[src/rtl/kernel_arb_pkg.sv]
// rtl/kernel_arb_pkg.sv - shared types and constants for the kernel multiply arbiter
//
// Contents:
//   STREAMW_DEF  default operand/result width
//   TAG_MAX_W    tag index width wide enough for the largest supported NREQ (16)
//   PERF_W       width of each performance counter
//   kc_tag_t     {valid, idx} record carried through the leaf latency pipeline
package kernel_arb_pkg;

    localparam int STREAMW_DEF = 32;
    localparam int TAG_MAX_W   = 4;
    localparam int PERF_W      = 32;

    // idx is sized for the largest requester count so one type serves every
    // NREQ; unused upper bits are always zero.
    typedef struct packed {
        logic                 valid;
        logic [TAG_MAX_W-1:0] idx;
    } kc_tag_t;

endpackage

[src/rtl/kernel_rr_arbiter.sv]
// rtl/kernel_rr_arbiter.sv - round-robin grant selector with rotating pointer
//
// Ports:
//   clk      clock, rising edge
//   rst      asynchronous active-low reset; pointer returns to NREQ-1
//   req      NREQ request vector (already qualified by eligibility)
//   enable   grants allowed this cycle (leaf ready and out of reset)
//   advance  a grant is taken at this edge; pointer moves to idx
//   grant    one-hot grant, zero when nothing granted
//   idx      index of the granted requester, zero when nothing granted
module kernel_rr_arbiter #(
    parameter  int NREQ = 4,
    localparam int TAGW = $clog2(NREQ)
) (
    input  logic            clk,
    input  logic            rst,
    input  logic [NREQ-1:0] req,
    input  logic            enable,
    input  logic            advance,
    output logic [NREQ-1:0] grant,
    output logic [TAGW-1:0] idx
);

    logic [TAGW-1:0] ptr;

    // Search upward from ptr+1 with wrap-around; the last granted requester
    // is visited last, so it has lowest priority next time.
    always_comb begin
        int   cand;
        logic found;
        cand  = 0;
        found = 1'b0;
        grant = '0;
        idx   = '0;
        if (enable) begin
            for (int k = 1; k <= NREQ; k++) begin
                cand = (int'(ptr) + k) % NREQ;
                if (!found && req[cand]) begin
                    found       = 1'b1;
                    grant[cand] = 1'b1;
                    idx         = TAGW'(cand);
                end
            end
        end
    end

    always_ff @(posedge clk or negedge rst) begin
        if (!rst) begin
            ptr <= TAGW'(NREQ - 1);
        end else if (advance) begin
            ptr <= idx;
        end
    end

endmodule

[src/rtl/kernel_mul_arbiter.sv]
// rtl/kernel_mul_arbiter.sv - shares one pipelined multiply leaf among NREQ requester streams
//
// Optional feature macro: KC_ARB_PERF_CNT_EN (adds perf_busy / perf_grants counters)
//
// Ports:
//   clk, rst                  clock (rising edge), asynchronous active-low reset
//   req_valid/req_ready       per-requester operand handshake (req_ready one-hot or zero)
//   req_a, req_b              packed operands, requester i in slice i
//   res_valid/res_ready       per-requester one-entry result slot handshake
//   res_data                  packed results, requester i in slice i
//   mul_ivalid/mul_iready     leaf input handshake
//   mul_in1, mul_in2          leaf operands
//   mul_oready                leaf output ready, tied high
//   mul_ovalid, mul_out       leaf result
//   perf_busy                 (macro only) cycles with mul_ivalid=1
//   perf_grants               (macro only) packed per-requester grant counts
module kernel_mul_arbiter
    import kernel_arb_pkg::*;
#(
    parameter  int STREAMW = STREAMW_DEF,
    parameter  int NREQ    = 4,
    parameter  int LAT     = 1,
    localparam int TAGW    = $clog2(NREQ)
) (
    input  logic                    clk,
    input  logic                    rst,
    input  logic [NREQ-1:0]         req_valid,
    output logic [NREQ-1:0]         req_ready,
    input  logic [NREQ*STREAMW-1:0] req_a,
    input  logic [NREQ*STREAMW-1:0] req_b,
    output logic [NREQ-1:0]         res_valid,
    input  logic [NREQ-1:0]         res_ready,
    output logic [NREQ*STREAMW-1:0] res_data,
    output logic                    mul_ivalid,
    input  logic                    mul_iready,
    output logic [STREAMW-1:0]      mul_in1,
    output logic [STREAMW-1:0]      mul_in2,
    output logic                    mul_oready,
    input  logic                    mul_ovalid,
    input  logic [STREAMW-1:0]      mul_out
`ifdef KC_ARB_PERF_CNT_EN
    ,
    output logic [PERF_W-1:0]       perf_busy,
    output logic [NREQ*PERF_W-1:0]  perf_grants
`endif
);

    logic [NREQ-1:0] inflight;
    logic [NREQ-1:0] elig;
    logic [NREQ-1:0] grant;
    logic [TAGW-1:0] gnt_idx;
    logic            gnt_any;
    kc_tag_t         tag_pipe [LAT];
    kc_tag_t         tail;

    // One operation per requester at a time; a full result slot also blocks,
    // so a slot can never be set and cleared on the same edge.
    assign elig = req_valid & ~res_valid & ~inflight;

    kernel_rr_arbiter #(.NREQ(NREQ)) u_rr (
        .clk     (clk),
        .rst     (rst),
        .req     (elig),
        .enable  (mul_iready & rst),
        .advance (gnt_any),
        .grant   (grant),
        .idx     (gnt_idx)
    );

    assign gnt_any    = |grant;
    assign req_ready  = grant;
    assign mul_ivalid = gnt_any;
    // With no grant gnt_idx is zero, so the operands show slice 0 (don't-care).
    assign mul_in1    = req_a[int'(gnt_idx)*STREAMW +: STREAMW];
    assign mul_in2    = req_b[int'(gnt_idx)*STREAMW +: STREAMW];
    assign mul_oready = 1'b1;

    // Tag pipeline tracks which requester owns each leaf stage; it shifts
    // every cycle because the leaf never stalls its output.
    always_ff @(posedge clk or negedge rst) begin
        if (!rst) begin
            for (int s = 0; s < LAT; s++) tag_pipe[s] <= '0;
        end else begin
            tag_pipe[0].valid <= gnt_any;
            tag_pipe[0].idx   <= TAG_MAX_W'(gnt_idx);
            for (int s = 1; s < LAT; s++) tag_pipe[s] <= tag_pipe[s-1];
        end
    end

    assign tail = tag_pipe[LAT-1];

    // A valid tail tag always retires its inflight bit; the result is only
    // captured when the leaf actually presents it. An ovalid without a valid
    // tag (stale leaf output after reset) is ignored.
    always_ff @(posedge clk or negedge rst) begin
        if (!rst) begin
            inflight  <= '0;
            res_valid <= '0;
            res_data  <= '0;
        end else begin
            for (int i = 0; i < NREQ; i++) begin
                if (res_valid[i] && res_ready[i]) res_valid[i] <= 1'b0;
                if (tail.valid && tail.idx == TAG_MAX_W'(i)) begin
                    inflight[i] <= 1'b0;
                    if (mul_ovalid) begin
                        res_valid[i]                   <= 1'b1;
                        res_data[i*STREAMW +: STREAMW] <= mul_out;
                    end
                end
                if (grant[i]) inflight[i] <= 1'b1;
            end
        end
    end

`ifdef KC_ARB_PERF_CNT_EN
    always_ff @(posedge clk or negedge rst) begin
        if (!rst) begin
            perf_busy   <= '0;
            perf_grants <= '0;
        end else begin
            if (mul_ivalid) perf_busy <= perf_busy + PERF_W'(1);
            for (int i = 0; i < NREQ; i++) begin
                if (grant[i]) begin
                    perf_grants[i*PERF_W +: PERF_W] <= perf_grants[i*PERF_W +: PERF_W] + PERF_W'(1);
                end
            end
        end
    end
`endif

endmodule

[config.mk]
export PLATFORM = sky130hd
export DESIGN_NAME = kernel_mul_arbiter
export DESIGN_NICKNAME = d
export VERILOG_FILES = /design/src/rtl/kernel_arb_pkg.sv /design/src/rtl/kernel_rr_arbiter.sv /design/src/rtl/kernel_mul_arbiter.sv
export SDC_FILE = /design/constraint.sdc
export NUM_CORES = 1
export LEC_CHECK = 0
export ABC_AREA = 1
export CAP_MARGIN = 20
export CORE_AREA = 2 2 195 197
export CTS_CLUSTER_DIAMETER = 40
export DETAILED_ROUTE_END_ITERATION = 10
export DIE_AREA = 0 0 197 199
export PLACE_DENSITY = 0.61
export SYNTH_ARGS = -nofsm -noshare
export SYNTH_HDL_FRONTEND = slang
export SYNTH_SLANG_ARGS = --single-unit
[constraint.sdc]
create_clock -name clk -period 3.2 [get_ports clk]
set_clock_uncertainty 0.2 [all_clocks]
set_input_delay 0.64 -clock clk [delete_from_list [all_inputs] [get_ports clk]]
set_output_delay 0.64 -clock clk [all_outputs]
set_load 0.005 [all_outputs]
After elaboration in Yosys (flattened, before gate mapping)
Cells that the tools add are included.
{ "totals": {"ff_bits": 141, "latch_bits": 0, "ram_bits": 0, "rom_bits": 0, "inputBits": 300, "out_inout_bits": 202, "wordCells": 132, "mem_count": 0} }
{ "classes": {"add_sub_neg": 4, "mul": 0, "div": 0, "magnitude_cmp": 8, "n_eq_ne": 3, "n_shift": 2, "n_mux": 59, "n_bitwise": 12, "n_reduce_logical": 32} }
{ "op_table": {"columns": ["op", "count"], "rows": [
  ["indexed part select 128 x 8 -> 32 bit", 2],
  ["2-to-1 mux 1 bit", 38],
  ["2-to-1 mux 4 bit", 8],
  ["< comparator 3 x 4 -> 1 bit (second input constant)", 4],
  ["logical AND 1 bit", 15],
  ["greater-or-equal comparator 3 x 1 -> 1 bit (second input constant)", 4],
  ["OR 4 bit", 3],
  ["2-to-1 mux 2 bit", 5],
  ["AND 4 bit", 2],
  ["binary-select mux 1 bit (select 2 bit)", 4],
  ["demux 1 bit (select 2 bit)", 4],
  ["NOT 4 bit", 2],
  ["AND reduction 2 bit", 4],
  ["nonzero test 2 bit", 4],
  ["OR reduction 2 bit", 4],
  ["adder 2 x 1 -> 2 bit (second input constant)", 2],
  ["adder 2 bit (second input constant)", 2],
  ["AND 1 bit (first input constant)", 4],
  ["== test 2 bit (second input constant)", 2],
  ["logical NOT 4 bit", 1],
  ["OR reduction 4 bit", 1],
  ["logical NOT 1 bit", 3],
  ["== test 2 x 1 -> 1 bit (second input constant)", 1],
  ["AND 1 bit", 1]
]} }

Depth between registers and ports, before layout
{ "logic_depth": {"ltp_word": 21, "mapped_depth": 17, "depth_no_buf": 16} }

Cells and area by module
Synthesis repeated with hierarchy kept, for this count alone.
{ "hier_totals": {"cells_unflattened": 1344, "hier_area_um2": 8792.2} }
{ "by_module_without_submodules": {"columns": ["mod", "instances", "cells_per_inst", "area_per_inst_um2", "seq_area_each_um2"], "rows": [
  ["kernel_mul_arbiter", 1, 1234, 8172.8, 3478.3],
  ["kernel_rr_arbiter", 1, 110, 619.3, 52.6]
]} }

Worst setup path before layout
OpenSTA, ideal clock, no wires.
{ "synth_timing": {"path_kind": "reg2out", "start": "register u_rr.ptr[1]", "end": "output mul_in1[0]", "arrival_ns": 2.275, "t_required_ns": 2.360, "setup_slack_ns": 0.085, "path_stages_with_launch": 16, "path_buffers": 2, "path_cell_list": "dfstp_2 > inv_1 > ha_1 > inv_1 > nand3_1 > nand2_2 > nand2_1 > nand2_1 > nand2_1 > nand2_2 > nand3_4 > buf_6 > buf_2 > o21ai_1 > nand2_1 > nand2_1"} }
{ "synth_between": {"elab_chain_len": 19, "word_cells_on_any_way": 34, "classes_between": "add/sub: 4; shift: 1; mux: 23; reduce/logical: 6"} }
{ "synth_lines": {"columns": ["item", "line_no", "rtl"], "rows": [
  ["start: declaration", "kernel_rr_arbiter.sv:24", "logic [TAGW-1:0] ptr;"],
  ["start signal: assignment", "kernel_rr_arbiter.sv:49", "ptr <= TAGW'(NREQ - 1);"],
  ["start signal: assignment", "kernel_rr_arbiter.sv:51", "ptr <= idx;"],
  ["adder 2 x 1 -> 2 bit", "kernel_rr_arbiter.sv:37", "cand = (int'(ptr) + k) % NREQ;"],
  ["binary-select mux 1 bit (select 2 bit)", "kernel_rr_arbiter.sv:38", "if (!found && req[cand]) begin"],
  ["2-to-1 mux 1 bit (implied by the code) (2 in a row)", "kernel_rr_arbiter.sv:38", null],
  ["2-to-1 mux 1 bit", "kernel_rr_arbiter.sv:38", null],
  ["2-to-1 mux 1 bit", "kernel_rr_arbiter.sv:35", "if (enable) begin"],
  ["logical NOT 1 bit", "kernel_rr_arbiter.sv:38", null],
  ["logical AND 1 bit", "kernel_rr_arbiter.sv:38", null],
  ["2-to-1 mux 1 bit", "kernel_rr_arbiter.sv:38", null],
  ["[... 2 more ...]", null, null],
  ["logical AND 1 bit", "kernel_rr_arbiter.sv:38", null],
  ["2-to-1 mux 1 bit", "kernel_rr_arbiter.sv:38", null],
  ["2-to-1 mux 1 bit", "kernel_rr_arbiter.sv:35", null],
  ["logical NOT 1 bit", "kernel_rr_arbiter.sv:38", null],
  ["logical AND 1 bit", "kernel_rr_arbiter.sv:38", null],
  ["2-to-1 mux 2 bit (*)", "kernel_rr_arbiter.sv:38", null],
  ["2-to-1 mux 2 bit (*)", "kernel_rr_arbiter.sv:35", null],
  ["indexed part select 128 x 8 -> 32 bit (*)", "kernel_mul_arbiter.sv:74", "assign mul_in1 = req_a[int'(gnt_idx)*STREAMW +: STREAMW];"],
  ["end: declaration", "kernel_mul_arbiter.sv:36", "output logic [STREAMW-1:0] mul_in1,"]
]} }
Every way passes the cells marked *; elsewhere a longest branch is shown, timed or not. The select of a mux whose other input is x is not followed.

Worst setup path in the final report
{ "layout_timing": {"start": "register u_rr.ptr[0]", "end": "output mul_in2[25]"} }
{ "layout_between": {"elab_chain_len": 19, "word_cells_on_any_way": 34, "classes_between": "add/sub: 4; shift: 1; mux: 23; reduce/logical: 6"} }
{ "layout_lines": {"columns": ["item", "line_no", "rtl"], "rows": [
  ["adder 2 x 1 -> 2 bit", "kernel_rr_arbiter.sv:37", null],
  ["binary-select mux 1 bit (select 2 bit)", "kernel_rr_arbiter.sv:38", null],
  ["2-to-1 mux 1 bit (implied by the code) (2 in a row)", "kernel_rr_arbiter.sv:38", null],
  ["2-to-1 mux 1 bit", "kernel_rr_arbiter.sv:38", null],
  ["2-to-1 mux 1 bit", "kernel_rr_arbiter.sv:35", null],
  ["logical NOT 1 bit", "kernel_rr_arbiter.sv:38", null],
  ["logical AND 1 bit", "kernel_rr_arbiter.sv:38", null],
  ["2-to-1 mux 1 bit", "kernel_rr_arbiter.sv:38", null],
  ["[... 2 more ...]", null, null],
  ["logical AND 1 bit", "kernel_rr_arbiter.sv:38", null],
  ["2-to-1 mux 1 bit", "kernel_rr_arbiter.sv:38", null],
  ["2-to-1 mux 1 bit", "kernel_rr_arbiter.sv:35", null],
  ["logical NOT 1 bit", "kernel_rr_arbiter.sv:38", null],
  ["logical AND 1 bit", "kernel_rr_arbiter.sv:38", null],
  ["2-to-1 mux 2 bit (*)", "kernel_rr_arbiter.sv:38", null],
  ["2-to-1 mux 2 bit (*)", "kernel_rr_arbiter.sv:35", null],
  ["indexed part select 128 x 8 -> 32 bit (*)", "kernel_mul_arbiter.sv:75", "assign mul_in2 = req_b[int'(gnt_idx)*STREAMW +: STREAMW];"],
  ["end: declaration", "kernel_mul_arbiter.sv:37", "output logic [STREAMW-1:0] mul_in2,"]
]} }
Marked as above.

==> reports/metrics.csv <==
metric,value,unit
slew_violations,0,
async_reset_ff_frac,1.000,
r2r-start,u_rr.ptr[0],
status,"complete, but fails checks",
drv_cap,0,
grt_usage,0.1933,
place_inst,2212,
finalHoldViolCount,0,
gr-total-overflow,0,
wl_met3,3412,microns
start_util,0.2289,
regArea,3531,sq um
cts_tree,done,
cp-startpoint,u_rr.ptr[0],
yosysSeqAreaShare,0.4155,
grt_pass1_vias,9604,
fp.dieH,199,microns
ys.flop_type,dfrtp_1,
fin_cells,2299,
avgViaCountPerCell,4.445,
clk_latency,0.41,ns
grt_max_degree,142,
io_buffers,500,
power_leakage,8.130,nW
finish.utilization,0.4452,
nNetsFinal,2115,
ios,502,
cts_inserted_buffers,17,
synth-edff-count,0,
ant_nets,0,
hold_path_class,in -> async,
synth_top_area_frac,0.4093,
cts.path.max_buffers,2,
endpoint_kind,output pin,
total_power,0.004568,W
num-fill-cells,3697,
setup_ws,-0.5921,ns
syn_avg_cell_area,6.915,sq um
synth_area_leaders,"dfrtp_1 41%, nand2_1 21%, o21ai_0 9.8%",
fin_crit_sh,1.185,
drc,0,
rsz0062_at_grt,yes,
hold_buffers,0,
die_w,197,microns
antenna_found_initial,16,
top_layer,met5,
drtPass1Iterations,5,
syn_area,8498,sq um
reg2reg_setup_slack,0.55,ns
powerDensity,276.3,nW/um^2
finalSetupViolations,69,
clock-sinks,141,
required,2.36,ns
peakVddDrop,0.0002033,V
yosys.cell_count.top_type,nand2_1,
dr_wl_met2,20130,microns
hpwlAfterDp,29880,microns
cts_root_buf,clkbuf_16,
max_slew_margin,0.5066,
setup.worst_path.class,reg -> out,
yosysUniqueCellTypes,28,
num_vias,10220,
clkTransAtPathRegs,0.07,ns
dieArea,39200,sq um
drtIter0Drc,568,
syn2layout_area_growth,94.54,%
finalWeightedCongestion,0.9113,
setup.worst_path.start_class,flip-flop,
tightest_slew,0.7400,ns
synthTopCellsByCount,"484 x nand2_1, 181 x inv_1, 167 x o21ai_0",
synth_warnings,0,
failed_checks,negative setup slack,
wl_per_cell,18.15,microns
worstPathMaxFanout,7,
endpoint,mul_in2[25],
r2r_cells,17,
drt-met1-wl,17380,microns
grt_first_pass_wirelength,57310,microns
fmaxAchievable,263.7,MHz
cts_max_level,4,
synth.largest_area_cell,dfrtp_1,
multi_input_area,4503,sq um
num_rows,71,
crit_arrival,2.95,ns
routed_wl,41720,microns
layout-drive-gt1-share,0.2599,
r2r_end,u_rr.ptr[1],
synthesis.nets,1537,
coreArea,37130,sq um
yosys_register_bits,141,
postSynthCellCount,1229,
fin_crit,3.792,ns
==> timing repair <==
item	in CTS	in global routing
setup buffers	25	6
setup endpoints to repair	69	69
gates resized for setup	356	244
pin swaps	34	69
gates cloned	12	14
==> where the power goes <==
part,leakage (nW),switching (W),internal (W)
Clock,0.292,0.000859,0.00118
Combinational,5.89,0.000293,0.000455
Sequential,1.94,0.0000000000000000000711,0.00178
==> how the worst min path moves through the flow <==
stage                        startpoint             to  slack [ns]  cells after the start
final                               rst   res_data[62]        0.17                      2
after global routing                rst   res_data[32]        0.16                      2
after CTS                           rst   res_data[53]        0.22                      2
after detailed placement  res_data[127]  res_data[127]        0.27                      2
after global placement     res_data[91]   res_data[91]        0.26                      2
after floorplan                     rst    inflight[0]        0.14                      0
==> layer usage <==
metal  up-vias  GRT usage
met4        18    0.05013
li1       4959          -
met1      4821     0.2448
met2       362     0.3168
met5         -          0
met3        60    0.06307
==> kinds of logic after synthesis <==
group / share of synthesized area
AO/OA/AOI/OAI: 0.1620
adder cells (fa/ha/maj): 0.01178
buffers and inverters: 0.1453
flip-flops: 0.4155
other: 0.0004413
AND/OR/NAND/NOR: 0.2650
==> area by class of cell <==
type,count,share of cell area
diodes,5,0.0007568
clock buffers,17,0.02573
clock inverters,15,0.01075
inverters,188,0.04359
multi-input cells,828,0.2724
flip-flops and latches,141,0.2136
well taps,474,0.03587
repair buffers,631,0.3973
==> state kept, by name, indices dropped and copies added, names as in the netlist <==
signal     count
tag_pipe       3
res_valid      4
u_rr.ptr       2
res_data     128
inflight       4
==> critical path, stage by stage (launching register included) <==
cell and delay [ns]:
dfstp_2 0.55, inv_2 0.06, ha_4 0.31, buf_6 0.10
nand3_2 0.05, nand2_2 0.11, inv_4 0.06, nand2_4 0.08
nand2_2 0.06, nand2_2 0.07, nand3_4 0.07, buf_12 0.15
buf_8 0.13, clkbuf_16 0.17, buf_12 0.14, o21ai_4 0.15
nand2_2 0.08, nand2_2 0.10, buf_6 0.10
==> through the flow <==
step / hold WS (ns) / area (sq um) / setup TNS [ns] / worst slack [ns]
2_1_floorplan: 0.1444 / 8498 / 0 / 0.08472
3_3_place_gp: 0.2642 / 14350 / -54.62 / -0.8996
3_5_place_dp: 0.2719 / 14350 / -55.70 / -0.9245
4_1_cts: 0.2205 / 15640 / -34.29 / -0.6145
5_1_grt: 0.1561 / 16520 / -42.04 / -0.7088
6_report: 0.1693 / 16530 / -32.70 / -0.5921
==> cell usage in the layout (no fill, tap or decap), types with 2 or more instances in the layout <==
cell type        instances
buf_2                   49
inv_1                  179
nand3_4                  3
nor2_2                   4
buf_8                    8
nand2_1                387
clkbuf_16               28
buf_4                   60
o21ai_0                137
inv_2                    6
buf_16                  12
clkinv_4                 3
nand2_2                 99
diode_2                  5
clkbuf_2                 5
nor2_1                   5
nor3_1                   4
clkdlybuf4s50_1        426
dfstp_2                  2
nand4_1                  8
nand2_4                 16
nand3_2                 11
ha_1                     7
clkinvlp_4               2
dfrtp_1                139
o21ai_2                 87
o21ai_4                  9
o21ai_1                 33
buf_12                  22
nand3_1                 13
bufinv_16                2
inv_8                    5
buf_6                   32
inv_6                    4
dlygate4sd2_1            4
Power figures use the tool's default switching activity.
